File: src/rtl/axi_llc_pkg.sv
// Shared types and constants for the LLC R-channel merge.
package axi_llc_pkg;

  // Merge FSM: either free to arbitrate or locked to one producer's burst.
  typedef enum logic [0:0] {
    RMergeIdle   = 1'b0,
    RMergeLocked = 1'b1
  } r_merge_state_e;

  // Producer index assignment on the merge inputs.
  localparam int unsigned RMergeReadUnit = 32'd0;
  localparam int unsigned RMergeBypass   = 32'd1;
  localparam int unsigned RMergeNumInp   = 32'd2;

  // Default slave-port R channel beat.
  typedef struct packed {
    logic [3:0]  id;
    logic [31:0] data;
    logic [1:0]  resp;
    logic        last;
    logic [0:0]  user;
  } axi_llc_r_chan_t;

  // Index following idx, wrapping modulo n.
  function automatic int unsigned r_merge_next_idx(input int unsigned idx, input int unsigned n);
    return (idx + 32'd1) % n;
  endfunction

endpackage

File: src/rtl/axi_llc_r_skid.sv
// Two-entry skid buffer. Input ready depends only on the registered fill
// count, so there is no combinational path from out_ready_i to in_ready_o.
module axi_llc_r_skid #(
  parameter type dtype = logic
) (
  input  logic       clk_i,
  input  logic       rst_i,
  input  dtype       in_data_i,
  input  logic       in_valid_i,
  output logic       in_ready_o,
  output dtype       out_data_o,
  output logic       out_valid_o,
  input  logic       out_ready_i,
  output logic [1:0] count_o
);

  dtype       r_mem [2];
  logic       r_wr_ptr;
  logic       r_rd_ptr;
  logic [1:0] r_count;
  logic       w_push;
  logic       w_pop;

  assign in_ready_o  = (r_count != 2'd2);
  assign out_valid_o = (r_count != 2'd0);
  assign w_push      = in_valid_i & in_ready_o;
  assign w_pop       = out_valid_o & out_ready_i;
  assign out_data_o  = out_valid_o ? r_mem[r_rd_ptr] : '0;
  assign count_o     = r_count;

  // Storage, pointers and fill count; push and pop may coincide.
  always_ff @(posedge clk_i) begin
    if (rst_i) begin
      r_mem[0] <= '0;
      r_mem[1] <= '0;
      r_wr_ptr <= 1'b0;
      r_rd_ptr <= 1'b0;
      r_count  <= 2'd0;
    end else begin
      if (w_push) begin
        r_mem[r_wr_ptr] <= in_data_i;
        r_wr_ptr        <= ~r_wr_ptr;
      end
      if (w_pop) begin
        r_rd_ptr <= ~r_rd_ptr;
      end
      case ({w_push, w_pop})
        2'b10:   r_count <= r_count + 2'd1;
        2'b01:   r_count <= r_count - 2'd1;
        default: r_count <= r_count;
      endcase
    end
  end

endmodule

File: src/rtl/axi_llc_r_merge.sv
// Merges R bursts from NumInp producers onto one R channel. Bursts are
// atomic: the winner stays granted until it delivers its last beat.
module axi_llc_r_merge
  import axi_llc_pkg::*;
#(
  parameter int unsigned NumInp   = 32'd2,
  parameter bit          RoundRob = 1'b1,
  parameter type         r_chan_t = axi_llc_r_chan_t,
  localparam int unsigned IdxW    = (NumInp > 32'd1) ? $clog2(NumInp) : 32'd1
) (
  input  logic                   clk_i,
  input  logic                   rst_i,
  input  r_chan_t [NumInp-1:0]   inp_r_i,
  input  logic    [NumInp-1:0]   inp_valid_i,
  output logic    [NumInp-1:0]   inp_ready_o,
  output r_chan_t                r_chan_o,
  output logic                   r_valid_o,
  input  logic                   r_ready_i,
  output logic                   busy_o,
  output logic    [IdxW-1:0]     sel_o
);

  r_merge_state_e  r_state;
  r_merge_state_e  w_state_nxt;
  logic [IdxW-1:0] r_sel;
  logic [IdxW-1:0] w_sel_nxt;
  logic [IdxW-1:0] r_rr_ptr;
  logic [IdxW-1:0] w_rr_nxt;
  logic [IdxW-1:0] w_cand;
  logic [IdxW-1:0] w_win;
  logic [IdxW-1:0] w_gnt_idx;
  logic            w_found;
  logic            w_gnt;
  logic            w_hs;
  logic            w_space;
  logic [1:0]      w_count;
  r_chan_t         w_beat;

  // Arbiter: first valid producer at or after rr_ptr, or lowest valid index.
  always_comb begin
    w_found = 1'b0;
    w_win   = '0;
    w_cand  = '0;
    for (int k = 0; k < int'(NumInp); k++) begin
      if (RoundRob) begin
        w_cand = IdxW'((32'(r_rr_ptr) + 32'(k)) % NumInp);
      end else begin
        w_cand = IdxW'(k);
      end
      if (!w_found && inp_valid_i[w_cand]) begin
        w_found = 1'b1;
        w_win   = w_cand;
      end else begin
        w_found = w_found;
      end
    end
  end

  // Grant, handshake and next-state logic; no grant while reset is asserted.
  always_comb begin
    w_state_nxt = r_state;
    w_sel_nxt   = r_sel;
    w_rr_nxt    = r_rr_ptr;
    w_gnt_idx   = '0;
    w_gnt       = 1'b0;
    inp_ready_o = '0;
    case (r_state)
      RMergeIdle: begin
        w_gnt_idx = w_win;
        w_gnt     = w_found & w_space & ~rst_i;
      end
      RMergeLocked: begin
        w_gnt_idx = r_sel;
        w_gnt     = w_space & ~rst_i;
      end
      default: begin
        w_gnt_idx = '0;
        w_gnt     = 1'b0;
      end
    endcase
    if (w_gnt) begin
      inp_ready_o[w_gnt_idx] = 1'b1;
    end else begin
      inp_ready_o = '0;
    end
    w_hs   = w_gnt & inp_valid_i[w_gnt_idx];
    w_beat = inp_r_i[w_gnt_idx];
    if (w_hs) begin
      if (w_beat.last) begin
        w_state_nxt = RMergeIdle;
        w_rr_nxt    = IdxW'(r_merge_next_idx(32'(w_gnt_idx), NumInp));
      end else begin
        w_state_nxt = RMergeLocked;
        w_sel_nxt   = w_gnt_idx;
      end
    end else begin
      w_state_nxt = r_state;
    end
  end

  // FSM state, locked producer and round-robin pointer.
  always_ff @(posedge clk_i) begin
    if (rst_i) begin
      r_state  <= RMergeIdle;
      r_sel    <= '0;
      r_rr_ptr <= '0;
    end else begin
      r_state  <= w_state_nxt;
      r_sel    <= w_sel_nxt;
      r_rr_ptr <= w_rr_nxt;
    end
  end

  axi_llc_r_skid #(
    .dtype (r_chan_t)
  ) u_skid (
    .clk_i       (clk_i),
    .rst_i       (rst_i),
    .in_data_i   (w_beat),
    .in_valid_i  (w_hs),
    .in_ready_o  (w_space),
    .out_data_o  (r_chan_o),
    .out_valid_o (r_valid_o),
    .out_ready_i (r_ready_i),
    .count_o     (w_count)
  );

  assign busy_o = (r_state == RMergeLocked) | (w_count != 2'd0);
  assign sel_o  = r_sel;

endmodule

File: config.mk
export PLATFORM = sky130hd
export DESIGN_NAME = axi_llc_r_merge
export DESIGN_NICKNAME = d
export VERILOG_FILES = /design/src/rtl/axi_llc_pkg.sv /design/src/rtl/axi_llc_r_skid.sv /design/src/rtl/axi_llc_r_merge.sv
export SDC_FILE = /design/constraint.sdc
export NUM_CORES = 1
export LEC_CHECK = 0
export CORE_MARGIN = 2
export CORE_UTILIZATION = 45
export CTS_CLUSTER_DIAMETER = 150
export CTS_CLUSTER_SIZE = 20
export DETAILED_ROUTE_END_ITERATION = 12
export PLACE_DENSITY = 0.78
export SETUP_SLACK_MARGIN = 0.15
export SLEW_MARGIN = 20
export SYNTH_ARGS = -nofsm -noshare
export SYNTH_HDL_FRONTEND = slang
export SYNTH_SLANG_ARGS = --single-unit
File: constraint.sdc
create_clock -name clk_i -period 3.7 [get_ports clk_i]
set_input_delay 0.925 -clock clk_i [delete_from_list [all_inputs] [get_ports clk_i]]
set_output_delay 0.925 -clock clk_i [all_outputs]
set_load 0.02 [all_outputs]
# Word level (Yosys, flattened, before mapping)
# Memory sizes are Yosys's and may differ from the RTL's. A register that Yosys moved wholly into a read port is not among the register bits.
# Cells that the tools add are included.
dict set report op_classes {
  addsub 4
  n_lt_le_gt_ge 4
  n_eq_ne 3
  n_mux 30
  bitwise 12
  n_reduce_logical 8
}
# cell count
set op_table {}
lappend op_table {{$mux W40} 4}
lappend op_table {{$reduce_or A40 Y1} 1}
lappend op_table {{$mux W1} 21}
lappend op_table {{$and A1 B1 Y1} 6}
lappend op_table {{$lt A1 B2 Y1 const B} 3}
lappend op_table {{$not A1 Y1} 5}
lappend op_table {{$pmux W1 S2} 2}
lappend op_table {{$pmux W2 S2} 1}
lappend op_table {{$reduce_and A2 Y1} 2}
lappend op_table {{$reduce_bool A2 Y1} 2}
lappend op_table {{$add A1 B1 Y1 const B} 2}
lappend op_table {{$add A2 B1 Y2 const B} 1}
lappend op_table {{$eq A2 B1 Y1 const B} 1}
lappend op_table {{$eq A2 B2 Y1 const B} 1}
lappend op_table {{$logic_and A1 B1 Y1} 2}
lappend op_table {{$mux W2} 1}
lappend op_table {{$ne A2 B2 Y1 const B} 1}
lappend op_table {{$sub A2 B1 Y2 const B} 1}
lappend op_table {{$demux W1 S1} 1}
lappend op_table {{$ge A1 B1 Y1 const B} 1}
lappend op_table {{$logic_not A1 Y1} 1}
lappend op_table {{$or A1 B1 Y1} 1}
dict set report totals {
  ff_bits 7
  ram_bits 80
  output_inout_bits 45
  wordCells 68
  n_memories 1
}
# memory depth word_bits rd rd_ports_with_merged_regs write_ports line
set memory_table {}
lappend memory_table {u_skid.r_mem 2 40 1 1 2 axi_llc_r_skid.sv:17} ;# dtype r_mem [2];

# Logic depth before layout (Yosys ltp)
dict set report logic_depth {
  ltp_word 16
  mapped_depth 7
  depth_no_buf 7
}

# By module
# Synthesis repeated with hierarchy kept, for this count alone.
dict set report hier_totals {
  hier_cells 400
  hier_area_um2 4591.9
}
# mod n_inst cells_per_inst area_each_um2 seq_area_each_um2
set by_module_without_submodules {}
lappend by_module_without_submodules {axi_llc_r_skid 1 329 3854.9 2502.4}
lappend by_module_without_submodules {axi_llc_r_merge 1 71 737.0 60.1}

# Worst setup path after synthesis
# OpenSTA, ideal clock, no wires.
dict set report synth_timing {
  kind {input -> register}
  startpoint {input inp_valid_i[1]}
  endpoint {memory u_skid.r_mem[1][0] (netlist name) (enable)}
  setup_time_ns 0.404
  arrival_ns 2.695
  path_slack_ns 0.601
  stages 4
  path_cell_list {mux2i_1 a2111oi_4 nand3b_1 nand2b_1}
}
# element line
set synth_lines {}
lappend synth_lines {{start: declaration} axi_llc_r_merge.sv:14} ;# input logic [NumInp-1:0] inp_valid_i,
lappend synth_lines {{end: declaration} axi_llc_r_skid.sv:17}

# Worst setup path in the final report
dict set report layout_timing {
  startpoint {input inp_valid_i[0]}
  endpoint {output inp_ready_o[1]}
}
dict set report layout_between {
  elab_chain_len 12
  word_cells_on_any_way 20
  cone_classes {2 x order compare; 13 x mux; 2 x bitwise; 3 x reduce/logical}
}
# element line
set layout_lines {}
lappend layout_lines {{$mux W1 (not written as such) (2 in a row)} axi_llc_r_merge.sv:50} ;# if (!w_found && inp_valid_i[w_cand]) begin
lappend layout_lines {{$mux W1} axi_llc_r_merge.sv:50}
lappend layout_lines {{$logic_not A1 Y1} axi_llc_r_merge.sv:50}
lappend layout_lines {{$logic_and A1 B1 Y1} axi_llc_r_merge.sv:50}
lappend layout_lines {{$mux W1} axi_llc_r_merge.sv:50}
lappend layout_lines {{$pmux W1 S2} axi_llc_r_merge.sv:67} ;# case (r_state)
lappend layout_lines {{$lt A1 B2 Y1 (not written as such) or $ge A1 B1 Y1 (tied branches)} axi_llc_r_merge.sv:82} ;# inp_ready_o[w_gnt_idx] = 1'b1;
lappend layout_lines {{$logic_and A1 B1 Y1 (not written as such)} axi_llc_r_merge.sv:82}
lappend layout_lines {{$mux W1 (not written as such)} axi_llc_r_merge.sv:82}
lappend layout_lines {{$demux W1 S1} axi_llc_r_merge.sv:82}
lappend layout_lines {{$mux W2 (*)} axi_llc_r_merge.sv:81} ;# if (w_gnt) begin
lappend layout_lines {{end: declaration} axi_llc_r_merge.sv:15} ;# output logic [NumInp-1:0] inp_ready_o,
# Every way passes the cells marked *; elsewhere a longest branch is shown, timed or not. The select of a mux whose other input is x is not followed.

==> reports/results.ini <==
[global_route]
grt_pass1_vias=3158
grt_first_pass_wirelength_um=14670
grt_usage_pct=18.80
gr-total-overflow=0
grt_max_degree=43
antenna_found_initial=0

[drt]
drt_iter0_markers=98
via_count=3078
drcViolationCount=0
routed_wl_um=9088
avgRoutedWirePerCell_um=15.15
dr.pass1.iters=4
antenna_left=0
route.detailed.vias_per_inst=5.130

[synthesis]
ys_seq_area_share_pct=61.13
synth_area_mm2=0.004192
synth.distinct_cells=24
synthCells=356
yosysWarnings=0
syn_avg_cell_area_um2=11.77
syn_nets=442
synth-seq-cells=88

[power_and_ir_drop]
intPower_uw=2439
p_per_area_mw_per_mm2=612.5
seq_power_share_pct=37.6
sw_frac_of_total_pct=32.56
p_switching_uw=1178
clock_power_share_pct=23.2
combPwrFrac_pct=39.2
p_leak_uw=0.002119
irDropWorstVdd_v=0.0005556

[die]
num_rows=35
coreArea_mm2=0.009153
num_io_pins=130
design.die.area_mm2=0.01010
start_util_pct=45.80
die_height_um=100.5
fp.dieW_um=100.5

[final_layout]
drive_gt1_share_pct=6.953
layout.nets=570
antenna_cells=0
final_cell_mix=130 x nor2_1, 128 x clkdlybuf4s50_1, 81 x mux2i_1
area_growth_pct=40.90
final_common_cell=nor2_1
fillers=701
instances_no_fill=600

[timing]
setup_tns_ns=0
whs_ns=0.5008
tightest_slew_ns=0.6957
skew_ns=0.007050
post-route-period-util_pct=94.21
setup_viol=0
slew-limit-headroom_pct=53.62
period_minus_slack_ns=3.486
report.final.hold_viol_count=0
fmax_mhz=286.9
slew_viol_final=0
setup_slack_ns=0.2143
rsz0062_at_grt=false

[placed_design]
dp.cells=584
io_buffers=129
place_congestion=0.8216
place_ws_ns=0.1895
hpwl_um=6189

[clocking]
clk_pin_slew_ns=0.08
cts_resized=0
h-tree-depth=3
cts_made_buffers=9
root_buffer=clkbuf_8
cts_hold_buffers=0
cts_num_sinks=88
cts_tree=done
clockBufferDepth=2
insertion_delay_ns=0.34
cts_setup_buffers=0

[critical_path]
worstPathRequired_ns=2.77
cp-startpoint=inp_valid_i[0]
rr_startpoint=sel_o
regToRegSetupSlack_ns=1.47
cp-start-kind=input port
worstSetupEndpoint=inp_ready_o[1]
crit_type=input port to primary output
critPathArrivalTime_ns=2.56
cp-end-kind=primary output
rr_worst_depth=6
regToRegEndpoint=u_skid.count_o[1]
crit_fanout=4

[run_status]
status=completed

[flow_run]
cap_violations=0

[min_path]
hp-class=register to register

-- critical path, cell delays in order --
cell             delay, ns
clkdlybuf4s50_1       0.52
nor3_1                0.06
or3_1                 0.33
nor2_1                0.11
clkdlybuf4s50_1       0.61
-- synthesized netlist by cell type --
cell type | instances | area share (%)
nor2b_1 | 3 | 0.45
nor3_1 | 1 | 0.12
dfxtp_1 | 8 | 3.8
a2111oi_4 | 1 | 0.66
mux2_2 | 1 | 0.27
nand3b_1 | 1 | 0.18
nor2_1 | 131 | 12
ha_1 | 1 | 0.30
o21ai_1 | 1 | 0.12
mux2i_1 | 81 | 19
a2111oi_0 | 2 | 0.42
inv_1 | 3 | 0.27
xor2_1 | 1 | 0.21
nand2b_1 | 5 | 0.75
clkbuf_1 | 19 | 1.7
or3_1 | 3 | 0.45
o21ai_0 | 2 | 0.24
a21oi_1 | 3 | 0.36
edfxtp_1 | 80 | 57
and2_1 | 1 | 0.15
buf_2 | 4 | 0.48
xnor2_1 | 2 | 0.42
o21a_1 | 1 | 0.18
nand2_1 | 1 | 0.089
-- power by group through the flow --
stage          Combinational [uW]  Sequential [uW]  Clock (uW)
2_1_floorplan                 853             1350           0
3_5_place_dp                 1430             1380           0
3_3_place_gp                 1410             1370           0
5_1_grt                      1540             1380         890
6_report                     1420             1360         839
4_1_cts                      1440             1360         847
-- how the worst min path moves through the flow --
stage	from	to	cells past startpoint
3_5_place_dp	u_skid.r_wr_ptr	u_skid.r_wr_ptr	2
5_1_grt	u_skid.r_wr_ptr	u_skid.r_wr_ptr	2
6_report	u_skid.r_wr_ptr	u_skid.r_wr_ptr	2
4_1_cts	u_skid.r_wr_ptr	u_skid.r_wr_ptr	2
3_3_place_gp	u_skid.r_wr_ptr	u_skid.r_wr_ptr	2
2_1_floorplan	u_skid.r_wr_ptr	u_skid.r_wr_ptr	2
-- kinds of logic after synthesis --
kind of cell / after synthesis / synth area share, %
buffers and inverters: 26 / 2.448
AND/OR/NAND/NOR: 146 / 13.91
AO/OA/AOI/OAI: 10 / 1.970
adder cells (fa/ha/maj): 1 / 0.2985
flip-flops: 88 / 61.13
XOR/XNOR: 3 / 0.6270
multiplexers: 82 / 19.61
-- metal layers --
layer | part of all wire, % | global-route usage [%] | routed length [um]
met5 | 0 | 0 | 0
met4 | 1.7 | 8.851 | 159
met3 | 5.0 | 3.537 | 456
met2 | 54 | 34.38 | 4939
met1 | 39 | 21.07 | 3533
-- cell type report --
type,count,area (um^2),area share [%]
clock buffer,11,131.4,2.225
timing repair buffer,140,1376,23.31
clock inverter,5,128.9,2.182
tap,111,138.9,2.352
multi-input combinational,242,1555,26.33
sequential,88,2564,43.41
inverter,3,11.26,0.1907
-- through the flow --
stage	utilization [%]	total power (uW)	area, um^2
global route	64.52	3808	5906
finish	64.52	3617	5906
detailed placement	61.63	2817	5640
CTS	64.47	3648	5901
global placement	61.63	2783	5640
floorplan	-	2199	4192
-- state kept, by name, indices dropped and copies added, names as in the netlist, named ones only --
register	cells
u_skid.count_o	2
u_skid.r_mem	80
u_skid.r_rd_ptr	1
u_skid.r_wr_ptr	1
r_state	1
sel_o	1
r_rr_ptr	1
Power figures use the tool's default switching activity.
==> patch 1 (same flow settings) <==
`NumInp`: 32'd2 -> 32'd4.
--- a/src/rtl/axi_llc_r_merge.sv
+++ b/src/rtl/axi_llc_r_merge.sv
@@ -4,5 +4,5 @@
   import axi_llc_pkg::*;
 #(
-  parameter int unsigned NumInp   = 32'd2,
+  parameter int unsigned NumInp   = 32'd4,
   parameter bit          RoundRob = 1'b1,
   parameter type         r_chan_t = axi_llc_r_chan_t,
Ports: changed (resized inp_r_i, inp_ready_o, inp_valid_i and sel_o); port bits go from 130 to 215. The function was not compared with the original's and may differ.
==> patch 1 against the original RTL <==
Worst setup slack lost 0.0073 ns; first-iteration DRC count up 32%; area after synthesis increased by 32%; sequential power grew 26%; largest cell class is now multi-input gates; register-to-register slack lost 0.76 ns; sequential cell count is 2 higher; power is 57% higher; routed wire length is 55% higher; count of clock-buffer cells in the layout is 2 lower; cell area up 40%; synthesized cell count rose by 40%; sequential share of layout area decreased by 12 points.
==> patch 1: results (changes against the original RTL) <==
stage,metric,value,unit,change
run_status,status,"finished, final reports clean",,
placement,post-place-ws,-0.233,ns,-0.423 ns
grt,grt_pass1_vias,4464,,+41%
placement,dpl.cell_count,851,,+46%
drt,wl_per_cell,16.3,um,+7.3%
worst_setup_path,critPathMaxFanout,4,,unchanged
power,ir_worst_vdd,279,uV,-50%
cells_and_area,drive_gt1_frac,0.139,,+0.0692
drt,drt_first_pass_iters,4,,unchanged
logic_synthesis,syn_inst,499,,+40%
grt,grt_usage,0.206,,+0.0176
cts,clk_latency,0.33,ns,
min_path,min_path_type,reg -> reg,,
cts,h-tree-depth,3,,unchanged
cts,clk_pin_slew_worst_paths,0.06,ns,-0.02 ns
cells_and_area,fin_cells,868,,+45%
cells_and_area,top_register,u_skid.r_mem,,
power,p_leak,3.12,nW,+47%
grt,grt_pass1_wl,21300,um,+45%
drt,drt_iter0_markers,129,,+32%
logic_synthesis,synth_common_cells,"mux2i_1, nor2_1, edfxtp_1",,
cells_and_area,largest_register_ffs,80,,unchanged
placement,post_dp_cell_area,0.00797,mm2,+41%
sta,finalClockSkew,0.00515,ns,-0.00190 ns
placement,io_buffers,214,,+66%
cells_and_area,post-route-cell-area,0.00825,mm2,+40%
worst_setup_path,arrival,2.57,ns,about the same
sta,worst_slew_pin_slew,0.757,ns,+0.0612 ns
logic_synthesis,synthTopCellsByArea,"edfxtp_1, mux2i_1, mux2_2, nor2_1, dfxtp_1",,
cts,clock_path_buffers,2,,unchanged
cells_and_area,nNetsFinal,889,,+56%
logic_synthesis,synth.distinct_cells,49,,+100%
cts,cts_buffers,9,,unchanged
cts,root_buffer,clkbuf_16,,
worst_setup_path,cp_slowest_stage_delay,0.47,ns,-0.14 ns
placement,routabilityCongestion,0.783,,-4.7%
logic_synthesis,ys_warn_count,0,,unchanged
cells_and_area,num-fill-cells,933,,+33%
drt,viasPerCell,5.17,,+0.83%
cells_and_area,antenna_cells,0,,unchanged
placement,hpwl,10600,um,+72%
grt,antenna_found_initial,0,,unchanged
logic_synthesis,async_flop_share,0,,unchanged
logic_synthesis,synth-seq-area-share,0.469,,-0.143
worst_setup_path,slowest_stage,clkdlybuf4s50_1,,
logic_synthesis,syn_nets,671,,+52%
logic_synthesis,synth_edf_count,80,,unchanged
grt,grt_max_degree,47,,+9.3%
==> patch 1: repair_timing <==
action / 4_1_cts / 5_1_grt
pin swaps: 0 / 2
resized for setup: 12 / 7
endpoints found under the setup margin: 4 / 5
buffers inserted: 1 / 1
==> patch 1: layer usage <==
layer | GRT usage | routed length, um
met1 | 0.213 | 5180
met2 | 0.402 | 7630
met3 | 0.0511 | 1110
met4 | 0.0675 | 184
met5 | 0 | 0
==> patch 1: report_power, final <==
part	internal (W)	leakage, nW	switching (W)
Combinational	0.00152	2.08	0.00164
Clock	0.000445	0.120	0.000348
Sequential	0.00157	0.922	0.000148
==> patch 1: critical path, delay by kind of cell <==
family                   cells  cell delay (ns)
adder cells (fa/ha/maj)      1             0.21
AO/OA/AOI/OAI                1             0.22
AND/OR/NAND/NOR              3             0.33
buffers and inverters        3             0.89
==> patch 1: layout make-up <==
type,count,share of cell area
repair buffers,242,0.291
multi-input cells,367,0.336
inverters,7,0.00349
clock buffers,9,0.0273
clock inverters,6,0.00425
flip-flops and latches,90,0.316
well taps,147,0.0223
==> patch 1: final timing paths <==
kind	slack (ns)	to	start	cells after the start
max	0.21	inp_ready_o[1]	inp_valid_i[2]	8
min	0.51	sel_o[0]	sel_o[0]	2
max reg2reg	0.71	u_skid.count_o[1]	r_state	12
min reg2reg	0.51	sel_o[0]	sel_o[0]	2
==> patch 1: cells by family after synthesis <==
logic type	count (synthesis)	synth area share
xor gates and xnor gates	3	0.00473
buffers and inverters	42	0.0394
adders and majority gates	5	0.0113
and+or+nand+nor	160	0.122
muxes	168	0.313
AOI/OAI and AO/OA	31	0.0408
DFF	90	0.469
==> patch 2 (same flow settings) <==
Made on the original files. Make the reset (`rst_i`) asynchronous in 2 clocked blocks.
--- a/src/rtl/axi_llc_r_skid.sv
+++ b/src/rtl/axi_llc_r_skid.sv
@@ -30,5 +30,5 @@
 
   // Storage, pointers and fill count; push and pop may coincide.
-  always_ff @(posedge clk_i) begin
+  always_ff @(posedge clk_i or posedge rst_i) begin
     if (rst_i) begin
       r_mem[0] <= '0;
--- a/src/rtl/axi_llc_r_merge.sv
+++ b/src/rtl/axi_llc_r_merge.sv
@@ -100,5 +100,5 @@
 
   // FSM state, locked producer and round-robin pointer.
-  always_ff @(posedge clk_i) begin
+  always_ff @(posedge clk_i or posedge rst_i) begin
     if (rst_i) begin
       r_state  <= RMergeIdle;
Behaviour: differs if rst_i is asserted again (counterexample within 4 cycles, from zero or initial values and one cycle with rst_i high); with rst_i held inactive, the same outputs for 4 cycles.
==> patch 2 against the original RTL <==
Routed wire length grew 15%; largest cell class is now multi-input gates; synthesized cell count shrank 3.1%; sequential cell count shrank 1; cell area grew 9.2%; area after synthesis grew 14%; worst setup slack gained 0.031 ns; final cell count grew 2.7%.
Power is not compared: it rests on default switching activity, and its combinational part moved more than twofold at a synthesized area within 25%.
==> patch 2: results (changes against the original RTL) <==
stage,metric,value,unit,change
run_status,status,"finished, final reports clean",,
placement,post_dp_cell_area,0.00623,mm2,+10%
cts,clk_latency,0.36,ns,+0.02 ns
placement,post-place-ws,0.263,ns,+0.0738 ns
cells_and_area,multi_input_area,0.00244,mm2,+57%
logic_synthesis,synth.area.mux_share,0.432,,+0.236
sta,maxSlewHeadroom,0.443,,-0.0932
placement,hpwl,7130,um,+15%
logic_synthesis,synth_fa_ha_area_frac,0.00262,,-0.000365
logic_synthesis,synth.distinct_cells,27,,+13%
cells_and_area,inverters_excl_clock,6,,+3
drt,wl_met1,4710,um,+33%
drt,viasPerCell,5.06,,-1.5%
drt,wl_met2,5210,um,+5.5%
placement,dpl.cell_count,600,,+2.7%
worst_setup_path,r2r-end,u_skid.r_mem[41],,
sta,finalCritPeriodShare,0.934,,-0.00830
worst_setup_path,reg2reg_slack,1.61,ns,+0.14 ns
die,die-area,0.0115,mm2,+13%
drt,routed_wl,10500,um,+15%
sta,holdWs,0.515,ns,+0.0143 ns
sta,finalClockSkew,0.0133,ns,+0.00623 ns
logic_synthesis,ys_seq_elements,87,,-1.1%
logic_synthesis,synth_compound_area_frac,0.0136,,-0.00607
logic_synthesis,synth-xor-area-share,0.00917,,+0.00290
worst_setup_path,arrival,2.53,ns,-0.03 ns
worst_setup_path,rr_startpoint,r_state,,
logic_synthesis,synth-seq-area-share,0.456,,-0.155
min_path,hold_path_depth,1,,-1
placement,routabilityCongestion,0.751,,-8.6%
cells_and_area,nNetsFinal,561,,-1.6%
min_path,hold_start,u_skid.r_mem[64],,
grt,grt_pass1_vias,3566,,+13%
grt,grt_max_degree,67,,+56%
drt,drt_iter0_markers,87,,-11%
drt,drt_first_pass_iters,5,,+1
logic_synthesis,async_flop_share,1.00,,+1.00
cells_and_area,multi_input_comb_cells,231,,-4.5%
cts,root_buffer,clkbuf_8,,
cells_and_area,clkCellAreaFrac,0.0345,,-0.00954
cells_and_area,seq_area,0.00218,mm2,-15%
cells_and_area,fin_util,0.625,,-0.0205
drt,via_count,3114,,+1.2%
cells_and_area,num-fill-cells,790,,+13%
cells_and_area,final-nonclk-buf-share,0.219,,-0.0142
cts,clk_pin_slew_worst_paths,0.08,ns,about the same
grt,grt_usage,0.196,,+0.00841
logic_synthesis,synthTopCellsByArea,"dfrtp_1, mux2_4, mux2i_1, mux2_2, nor2_1",,
logic_synthesis,syn_nets,431,,-2.5%
grt,grt_pass1_wl,17800,um,+21%
worst_setup_path,critPathMaxFanout,3,,-1
logic_synthesis,synth_common_cells,"dfrtp_1, mux2_4, nor2_1",,
worst_setup_path,reg2reg_depth,5,,-1
min_path,hold_end,u_skid.r_mem[64],,
logic_synthesis,syn_avg_cell_area,13.8,um2,+18%
cells_and_area,drive_gt1_frac,0.306,,+0.237
drt,dr_wl_met3,441,um,-3.3%
[patch 2: changes by cell type after synthesis, sizes merged, moves of 8 or more]
cell    delta
mux2     +120
buf       +12
nor2      -85
dfxtp      -8
mux2i     -41
edfxtp    -80
clkbuf    -14
dfrtp     +87
[patch 2: logic make-up after synthesis]
kind of cell / Yosys count
xor gates and xnor gates: 5
DFF: 87
and+or+nand+nor: 55
buffers and inverters: 27
AOI/OAI and AO/OA: 9
muxes: 161
adders and majority gates: 1
[patch 2: worst max-delay path, cell delays in order]
cell and delay (ns):
clkdlybuf4s50_1 0.43, or2_2 0.32, o211ai_1 0.23, nor2b_1 0.08, clkdlybuf4s50_1 0.54
[patch 2: routing by layer]
metal | vias up | GRT usage
li1 | 1453 | -
met2 | 78 | 0.334
met3 | 11 | 0.0353
met1 | 1572 | 0.253
met4 | 0 | 0.0659
met5 | - | 0
